===== src/rtl/act_pkg.sv =====
// Shared types and constants for the act_pipe activation stage.
package act_pkg;

  // Activation selected per beat; encoding matches the in_mode/out_mode field.
  typedef enum logic [1:0] {
    ACT_PASS  = 2'd0,
    ACT_RELU  = 2'd1,
    ACT_LEAKY = 2'd2,
    ACT_CLAMP = 2'd3
  } act_mode_e;

  // 6.0 in Q8.8, the conventional ReLU6 bound.
  localparam logic [15:0] ACT_CAP_DEFAULT = 16'h0600;

endpackage


===== src/rtl/act_pipe_if.sv =====
// Beat-level handshake bundle for act_pipe: input side (val/rdy/mode/cap/data)
// and output side (val/rdy/mode/data). The DUT takes the slave view.
interface act_pipe_if #(
  parameter int WIDTH = 16,
  parameter int LANES = 4
);
  logic                     in_val;
  logic                     in_rdy;
  logic [1:0]               in_mode;
  logic [WIDTH-1:0]         in_cap;
  logic [LANES*WIDTH-1:0]   in_data;
  logic                     out_val;
  logic                     out_rdy;
  logic [LANES*WIDTH-1:0]   out_data;
  logic [1:0]               out_mode;

  modport master (
    output in_val, in_mode, in_cap, in_data, out_rdy,
    input  in_rdy, out_val, out_data, out_mode
  );

  modport slave (
    input  in_val, in_mode, in_cap, in_data, out_rdy,
    output in_rdy, out_val, out_data, out_mode
  );
endinterface


===== src/rtl/act_lane.sv =====
// One lane of the activation function (purely combinational).
// clipped is set whenever a non-PASS mode changed the value.
module act_lane
  import act_pkg::*;
#(
  parameter int WIDTH      = 16,
  parameter int LEAK_SHIFT = 3
) (
  input  logic signed [WIDTH-1:0] x,
  input  act_mode_e               mode,
  input  logic [WIDTH-1:0]        cap,
  output logic [WIDTH-1:0]        y,
  output logic                    clipped
);

  logic signed [WIDTH-1:0] cap_eff_s;
  logic signed [WIDTH-1:0] y_s;

  // Apply the selected activation; a cap with its sign bit set acts as zero.
  always_comb begin
    cap_eff_s = cap[WIDTH-1] ? '0 : $signed(cap);
    y_s       = x;
    case (mode)
      ACT_PASS:  y_s = x;
      ACT_RELU:  y_s = x[WIDTH-1] ? '0 : x;
      ACT_LEAKY: y_s = x[WIDTH-1] ? (x >>> LEAK_SHIFT) : x;
      ACT_CLAMP: y_s = x[WIDTH-1] ? '0 : ((x > cap_eff_s) ? cap_eff_s : x);
      default:   y_s = x;
    endcase
  end

  assign y       = y_s;
  assign clipped = (mode != ACT_PASS) && (y_s != x);

endmodule


===== src/rtl/act_pipe.sv =====
// act_pipe: two-stage, multi-lane activation stage with valid/ready on both
// sides. S1 holds the raw beat, S2 holds the activated result and drives out_*.
// Optional clip statistics counter enabled by defining ACT_PIPE_STATS_EN.
module act_pipe
  import act_pkg::*;
#(
  parameter int WIDTH      = 16,
  parameter int FRAC       = 8,
  parameter int LANES      = 4,
  parameter int LEAK_SHIFT = 3
) (
  input  logic        clk,
  input  logic        rst,
  act_pipe_if.slave   bus
`ifdef ACT_PIPE_STATS_EN
  ,
  input  logic        stat_clr,
  output logic [31:0] stat_clip_cnt
`endif
);

  // S1 cap resets to the format's default clamp (6.0 in fixed point).
  localparam logic [WIDTH-1:0] CAP_DEFAULT = WIDTH'(32'd6 << FRAC);

  logic                   s1_val_r;
  logic [LANES*WIDTH-1:0] s1_data_r;
  act_mode_e              s1_mode_r;
  logic [WIDTH-1:0]       s1_cap_r;
  logic                   s2_val_r;
  logic [LANES*WIDTH-1:0] s2_data_r;
  act_mode_e              s2_mode_r;
  logic                   s1_adv_s;
  logic                   s2_adv_s;
  logic [LANES*WIDTH-1:0] lane_y_s;
  logic [LANES-1:0]       lane_clip_s;

  assign s2_adv_s = !s2_val_r || bus.out_rdy;
  assign s1_adv_s = !s1_val_r || s2_adv_s;
  assign bus.in_rdy   = s1_adv_s;
  assign bus.out_val  = s2_val_r;
  assign bus.out_data = s2_data_r;
  assign bus.out_mode = s2_mode_r;

  // S1: capture the raw beat whenever the stage can move forward.
  always_ff @(posedge clk) begin
    if (rst) begin
      s1_val_r  <= 1'b0;
      s1_data_r <= '0;
      s1_mode_r <= ACT_PASS;
      s1_cap_r  <= CAP_DEFAULT;
    end else if (s1_adv_s) begin
      s1_val_r <= bus.in_val;
      if (bus.in_val) begin
        s1_data_r <= bus.in_data;
        s1_mode_r <= act_mode_e'(bus.in_mode);
        s1_cap_r  <= bus.in_cap;
      end
    end
  end

  for (genvar g = 0; g < LANES; g++) begin : g_lane
    act_lane #(
      .WIDTH      (WIDTH),
      .LEAK_SHIFT (LEAK_SHIFT)
    ) u_lane (
      .x       (s1_data_r[g*WIDTH +: WIDTH]),
      .mode    (s1_mode_r),
      .cap     (s1_cap_r),
      .y       (lane_y_s[g*WIDTH +: WIDTH]),
      .clipped (lane_clip_s[g])
    );
  end

  // S2: register the activated beat; holds steady while downstream stalls.
  always_ff @(posedge clk) begin
    if (rst) begin
      s2_val_r  <= 1'b0;
      s2_data_r <= '0;
      s2_mode_r <= ACT_PASS;
    end else if (s2_adv_s) begin
      s2_val_r <= s1_val_r;
      if (s1_val_r) begin
        s2_data_r <= lane_y_s;
        s2_mode_r <= s1_mode_r;
      end
    end
  end

`ifdef ACT_PIPE_STATS_EN
  localparam int CLIP_W = $clog2(LANES + 1);

  logic [CLIP_W-1:0] s2_clip_r;
  logic [31:0]       stat_cnt_r;
  logic [32:0]       clip_sum_s;

  function automatic logic [CLIP_W-1:0] count_clips(input logic [LANES-1:0] f);
    logic [CLIP_W-1:0] n;
    n = '0;
    for (int i = 0; i < LANES; i++) begin
      n = n + CLIP_W'(f[i]);
    end
    return n;
  endfunction

  // Per-beat clipped-lane count travels alongside the S2 data.
  always_ff @(posedge clk) begin
    if (rst) begin
      s2_clip_r <= '0;
    end else if (s2_adv_s && s1_val_r) begin
      s2_clip_r <= count_clips(lane_clip_s);
    end
  end

  assign clip_sum_s = {1'b0, stat_cnt_r} + 33'(s2_clip_r);

  // Saturating clip counter, bumped at each output handshake; clear wins.
  always_ff @(posedge clk) begin
    if (rst) begin
      stat_cnt_r <= 32'd0;
    end else if (stat_clr) begin
      stat_cnt_r <= 32'd0;
    end else if (s2_val_r && bus.out_rdy) begin
      stat_cnt_r <= clip_sum_s[32] ? 32'hFFFF_FFFF : clip_sum_s[31:0];
    end
  end

  assign stat_clip_cnt = stat_cnt_r;
`else
  logic unused_clip_s;
  assign unused_clip_s = ^lane_clip_s;
`endif

endmodule


===== src/flat_wrapper.sv =====
// flat-port wrapper written by rule: the top's interface ports become plain ports
module act_pipe_flat import act_pkg::*;
#(
  parameter int WIDTH      = 16,
  parameter int FRAC       = 8,
  parameter int LANES      = 4,
  parameter int LEAK_SHIFT = 3
)
  (clk, rst, bus_in_val, bus_in_mode, bus_in_cap, bus_in_data, bus_out_rdy, bus_in_rdy, bus_out_val, bus_out_data, bus_out_mode);
  act_pipe_if #(.WIDTH(WIDTH), .LANES(LANES)) bus_i ();
  input  logic clk;
  input  logic rst;
  input wire logic [$bits(bus_i.in_val)-1:0] bus_in_val;
  input wire logic [$bits(bus_i.in_mode)-1:0] bus_in_mode;
  input wire logic [$bits(bus_i.in_cap)-1:0] bus_in_cap;
  input wire logic [$bits(bus_i.in_data)-1:0] bus_in_data;
  input wire logic [$bits(bus_i.out_rdy)-1:0] bus_out_rdy;
  output wire logic [$bits(bus_i.in_rdy)-1:0] bus_in_rdy;
  output wire logic [$bits(bus_i.out_val)-1:0] bus_out_val;
  output wire logic [$bits(bus_i.out_data)-1:0] bus_out_data;
  output wire logic [$bits(bus_i.out_mode)-1:0] bus_out_mode;
  assign bus_i.in_val = bus_in_val;
  assign bus_i.in_mode = bus_in_mode;
  assign bus_i.in_cap = bus_in_cap;
  assign bus_i.in_data = bus_in_data;
  assign bus_i.out_rdy = bus_out_rdy;
  assign bus_in_rdy = bus_i.in_rdy;
  assign bus_out_val = bus_i.out_val;
  assign bus_out_data = bus_i.out_data;
  assign bus_out_mode = bus_i.out_mode;
  act_pipe #(.WIDTH(WIDTH), .FRAC(FRAC), .LANES(LANES), .LEAK_SHIFT(LEAK_SHIFT)) u_core (.clk(clk), .rst(rst), .bus(bus_i));
endmodule

===== config.mk =====
export PLATFORM = sky130hd
export DESIGN_NAME = act_pipe_flat
export DESIGN_NICKNAME = d
export VERILOG_FILES = /design/src/rtl/act_pkg.sv /design/src/rtl/act_pipe_if.sv /design/src/rtl/act_lane.sv /design/src/rtl/act_pipe.sv /design/src/flat_wrapper.sv
export SDC_FILE = /design/constraint.sdc
export NUM_CORES = 1
export LEC_CHECK = 0
export ABC_AREA = 1
export CORE_ASPECT_RATIO = 0.7
export CORE_MARGIN = 1
export CORE_UTILIZATION = 52
export CTS_CLUSTER_DIAMETER = 40
export DETAILED_ROUTE_END_ITERATION = 6
export PLACE_DENSITY = 0.86
export SLEW_MARGIN = 0
export SYNTH_ARGS = -nofsm -noshare
export SYNTH_HDL_FRONTEND = slang
export SYNTH_HIERARCHICAL = 1
export SYNTH_SLANG_ARGS = --single-unit

===== constraint.sdc =====
create_clock -name clk -period 2.3 [get_ports clk]
set_clock_uncertainty 0.05 [all_clocks]
set_input_delay 0.46 -clock clk [delete_from_list [all_inputs] [get_ports clk]]
set_output_delay 0.46 -clock clk [all_outputs]
set_load 0.03 [all_outputs]

# Word level (Yosys, flattened, before mapping)
# Index checks and enable logic that the tools add are counted.
word_totals:
  regBits: 150
classes:
  magnitude_cmp: 4
  n_eq_ne: 3
  muxes: 21
  n_reduce_logical: 7
op_table:
  columns: ["op", "count"]
  rows:
  - ["16-bit one-hot mux with 4 select lines", 4]
  - ["16-bit 2-to-1 mux", 12]
  - ["15-bit 2-to-1 mux", 5]
  - ["16-bit > comparator", 4]
  - ["2-bit equality test (second input constant)", 2]
  - ["2-bit AND reduction", 2]
  - ["2-bit by 1-bit equality test with 1-bit output (second input constant)", 1]
  - ["1-bit logical NOT", 2]
  - ["2-bit logical NOT", 1]
  - ["1-bit logical OR", 2]

# Depth between registers and ports, before layout
depth:
  word_depth: 5
  depth_mapped: 22
  depth_no_buf: 22

# Modules after synthesis
# The synthesis kept the hierarchy.
modules_own_cells:
  columns: ["module", "instances", "cells_each", "area_per_inst_um2", "seq_area_each_um2"]
  rows:
  - ["act_pipe", 1, 902, 6346.1, 3002.9]
  - ["act_lane at u_core.g_lane[2].u_lane ...", 2, 284, 1562.7, 0.0]
  - ["act_lane at u_core.g_lane[0].u_lane ...", 2, 283, 1488.9, 0.0]

# Worst setup path after synthesis
# OpenSTA, ideal clock, no wires.
synth_timing:
  kind: "register to register"
  from: "register u_core.s1_cap_r[15]"
  to: "register u_core.s2_data_r[48], in the netlist u_core/bus.out_data[48]"
  t_arrival_ns: 2.248
  t_required_ns: 2.137
  path_slack_ns: -0.111
  path_stages_with_launch: 18
  path_buffers: 2
  period_less_slack_ns: 2.411
  cell_sequence: "dfxtp_1 inv_1 clkbuf_1 nand2_1 ha_1 nand2_1 nor2_1 nand4_1 nor2_2 nor2_4 nand2_4 buf_8 nand2_1 nand3_2 a22oi_1 nand3b_1 nand2_1 nor2_1"
synth_via:
  elab_chain_cells: 5
synth_rtl:
  columns: ["item", "line", "text"]
  rows:
  - ["start, declared", "act_pipe.sv:28", "logic [WIDTH-1:0] s1_cap_r;"]
  - ["start signal, assigned", "act_pipe.sv:56", "s1_cap_r <= bus.in_cap;"]
  - ["15-bit 2-to-1 mux (*)", "act_lane.sv:21", "cap_eff_s = cap[WIDTH-1] ? '0 : $signed(cap);"]
  - ["16-bit > comparator", "act_lane.sv:27", "ACT_CLAMP: y_s = x[WIDTH-1] ? '0 : ((x > cap_eff_s) ? cap_eff_s : x);"]
  - ["16-bit 2-to-1 mux (*) (2 in series)", "act_lane.sv:27", null]
  - ["16-bit one-hot mux with 4 select lines (*)", "act_lane.sv:23", "case (mode)"]
  - ["net u_core.lane_y_s[48]", "act_pipe.sv:34", "logic [LANES*WIDTH-1:0] lane_y_s;"]
  - ["end signal, assigned", "act_pipe.sv:83", "s2_data_r <= lane_y_s;"]
  - ["end, declared", "act_pipe.sv:30", "logic [LANES*WIDTH-1:0] s2_data_r;"]
# Mark *: on every way through the listed nets, which the timed path passes. The rest lies on a longest branch.
# A chain may end at the register's enable or synchronous reset.

# Final worst setup path
layout_timing:
  from: "register u_core.s1_cap_r[15]"
  to: "register u_core.s2_data_r[45], in the netlist u_core/bus.out_data[45]"
# The elaborated chain is that of the path after synthesis.

==> flow_summary_export.csv <==
group,metric,value,unit
synth,syn_inst,1720,
clock_network,max-clock-path-buffers,2,
setup_path,worstReg2RegEnd,"u_core/bus.out_data[45]",
setup_path,cp_data_arrival_time,3.01,ns
setup_path,r2r_start,"u_core/s1_cap_r[15]",
timing,report.final.setup_viol,60,
worst_hold_path,hold_path_class,"primary input to flip-flop",
timing,final-max-slew-violation-count,0,
floorplanning,pin_count,154,
floorplanning,starting_density_of_the_core,53.38,%
place,portBuffers,153,
detailed_routing,highest_layer,"met4",
timing,rsz0062_at_grt,"true",
floorplanning,chipHeight,124.3,um
detailed_routing,drt_iter0_markers,1829,
timing,setup_slack,-0.3819,ns
synth,synthesis.yosys.warnings,6,
place,routabilityCongestion,0.9646,
synth,synth_area_per_inst,6.458,um^2
clock_network,cts_inserted_buffers,17,
final_layout,layout.nets,2087,
setup_path,worstSetupStartpointType,"flip-flop",
timing,tightest_slew_margin_relative_to_the_limit,59.04,%
timing,maximum_frequency_from_static_timing_analysis,372.9,MHz
final_layout,layout-area-overhead-vs-synth,37.78,%
clock_network,insertion_delay,0.44,ns
detailed_routing,met1Wirelength,16100,um
clock_network,cts-root-buf,"sky130_fd_sc_hd__clkbuf_16",
detailed_routing,dr_wl_met3,4097,um
setup_path,regToRegSetupSlack,-0.38,ns
pwr,pwr_density_cell,639.5,nW/um^2
setup_path,r2r.worst_path.cells,16,
floorplanning,die_area,21960,um^2
setup_path,crit_path_start,"u_core/s1_cap_r[15]",
status,run_status,"finished with violations",
clock_network,numClockSinks,150,
floorplanning,floorplan.die.width,176.7,um
timing,worst_pin_slew,0.6079,ns
setup_path,required,2.63,ns
place,dp_hpwl,25460,um
global_routing,wire_length_of_the_first_global_routing_pass,58220,um
timing,finalHoldWorstSlack,0.4086,ns
status,violations,"setup timing",
setup_path,path_class,"flip-flop to flip-flop",
floorplanning,design.core.area,20810,um^2
final_layout,layout.cells.non_filler,2230,
global_routing,grt_overflow,0,
detailed_routing,wire_per_inst,17.38,um
synth,synth_area,11110,um^2
synth,synth_nets,1866,
place,post-place-cells,2177,
final_layout,post_route_cells_drive_above_1_share,22.11,%
final_layout,antenna_cells,0,
clock_network,worst_setup_hold_path_clk_slew,0.07,ns
detailed_routing,postRouteWirelength,38760,um
pwr,ir_worst_vdd,0.5726,mV
timing,final_hold_violation_count,0,
global_routing,largest_net_degree_at_the_start_of_global_routing,76,
clock_network,cts_max_level,4,
clock_network,cts_tree,"done",
setup_path,worstSetupEndpoint,"u_core/bus.out_data[45]",
detailed_routing,routed-wl-met2,17210,um
place,pre_cts_ws,-0.2593,ns
pwr,post-layout-total-power,0.009787,W
global_routing,first_global_vias,11590,
setup_path,crit_path_end_kind,"flip-flop",
setup_path,critical_path_peak_fanout,8,
flow_run,maxCapViolations,0,
global_routing,grtUsageTotal,33.05,%
worst_hold_path,worstHoldStart,"bus_in_val",
global_routing,number_of_antenna_violations_at_the_first_check_in_global_routing,0,
detailed_routing,vias_after_detailed_routing,12980,
detailed_routing,number_of_iterations_in_the_first_detailed_routing_pass,7,
floorplanning,placement_rows,44,
pwr,leakage,7.027,nW
detailed_routing,drt-vias-per-instance,5.820,
timing,tns,-11.68,ns
detailed_routing,drc,0,
detailed_routing,postRouteAntennaNets,0,
timing,period_share,116.6,%
timing,layout_min_cycle_time,2.682,ns
[cell usage in the layout, fill, tap and decap left out, types with 6 or more instances in the layout]
cell type / instances
sky130_fd_sc_hd__nand2_2: 66
sky130_fd_sc_hd__a21oi_2: 6
sky130_fd_sc_hd__ha_4: 20
sky130_fd_sc_hd__dfxtp_1: 144
sky130_fd_sc_hd__a22oi_1: 34
sky130_fd_sc_hd__a21oi_1: 129
sky130_fd_sc_hd__o31ai_1: 12
sky130_fd_sc_hd__nor2_2: 12
sky130_fd_sc_hd__inv_2: 10
sky130_fd_sc_hd__o221ai_1: 10
sky130_fd_sc_hd__nand3_2: 57
sky130_fd_sc_hd__nand4_1: 6
sky130_fd_sc_hd__buf_4: 139
sky130_fd_sc_hd__o22ai_1: 26
sky130_fd_sc_hd__clkbuf_16: 19
sky130_fd_sc_hd__ha_1: 40
sky130_fd_sc_hd__buf_12: 18
sky130_fd_sc_hd__a22oi_2: 24
sky130_fd_sc_hd__inv_1: 174
sky130_fd_sc_hd__o21ai_0: 22
sky130_fd_sc_hd__nor2_4: 10
sky130_fd_sc_hd__nand2_1: 300
sky130_fd_sc_hd__nor2_1: 242
sky130_fd_sc_hd__nand3_1: 152
sky130_fd_sc_hd__nand2_4: 11
sky130_fd_sc_hd__clkdlybuf4s50_1: 151
sky130_fd_sc_hd__nand3b_1: 66
[per-layer routing]
layer | vias up | track usage (%)
met5 | - | 0
met4 | 0 | 13.08
met3 | 144 | 6.899
met2 | 766 | 51.10
met1 | 5976 | 44.71
li1 | 6093 | -
[through the flow]
step | utilization (%) | instance area (um^2)
floorplan | - | 11110
global placement | 65.83 | 13700
detailed placement | 65.83 | 13700
CTS | 71.14 | 14800
global route | 73.55 | 15300
finish | 73.55 | 15300
[sequential cells by signal, summed over array words and instances, names as in the netlist]
| register | count |
|---|---|
| u_core/s1_mode_r | 2 |
| u_core/bus.out_val | 1 |
| u_core/s1_val_r | 1 |
| u_core/bus.out_data | 64 |
| u_core/s1_data_r | 64 |
| u_core/s1_cap_r | 16 |
| u_core/bus.out_mode | 2 |
[how the worst min path moves through the flow]
stage	slack, ns	cells past startpoint	end
finish	0.41	3	u_core/s1_cap_r[9]
global route	0.43	3	u_core/s1_data_r[52]
CTS	0.40	3	u_core/s1_cap_r[10]
detailed placement	0.42	2	u_core/bus.out_data[37]
global placement	0.41	2	u_core/bus.out_data[22]
floorplan	0.40	2	u_core/s1_data_r[32]
[critical path: stages (launching register included)]
cell	delay (ns)
sky130_fd_sc_hd__dfxtp_4	0.43
sky130_fd_sc_hd__clkinvlp_4	0.28
sky130_fd_sc_hd__nand2_2	0.19
sky130_fd_sc_hd__ha_4	0.21
sky130_fd_sc_hd__nand2_2	0.04
sky130_fd_sc_hd__nand2_1	0.09
sky130_fd_sc_hd__nand3_2	0.12
sky130_fd_sc_hd__nand2_2	0.08
sky130_fd_sc_hd__a21oi_4	0.20
sky130_fd_sc_hd__nand2_8	0.12
sky130_fd_sc_hd__buf_6	0.15
sky130_fd_sc_hd__nand3_1	0.06
sky130_fd_sc_hd__nand3_1	0.10
sky130_fd_sc_hd__a22oi_1	0.18
sky130_fd_sc_hd__nand3b_1	0.15
sky130_fd_sc_hd__nand2_1	0.06
sky130_fd_sc_hd__nor2_1	0.08
[cell type report]
type / count / area [um^2]
repair buffers: 316 / 3027
fillers: 1561 / 5505
clock buffers: 20 / 456.7
clock inverters: 12 / 197.7
repair inverters: 1 / 7.507
well taps: 276 / 345.3
inverters: 193 / 738.2
flip-flops and latches: 150 / 3013
multi-input cells: 1262 / 7520
[what timing repair did]
item | CTS | global route
buffers inserted | 3 | 12
hold buffers | 0 | 0
setup endpoints to repair | 60 | 60
pin swaps | 17 | 35
gates resized for setup | 87 | 64
gates cloned | 2 | 4
[power by group]
group	switching [W]	internal, W
clock network	0.00122	0.00199
registers	0.000219	0.00280
logic	0.00201	0.00155
Power figures use the tool's default switching activity.
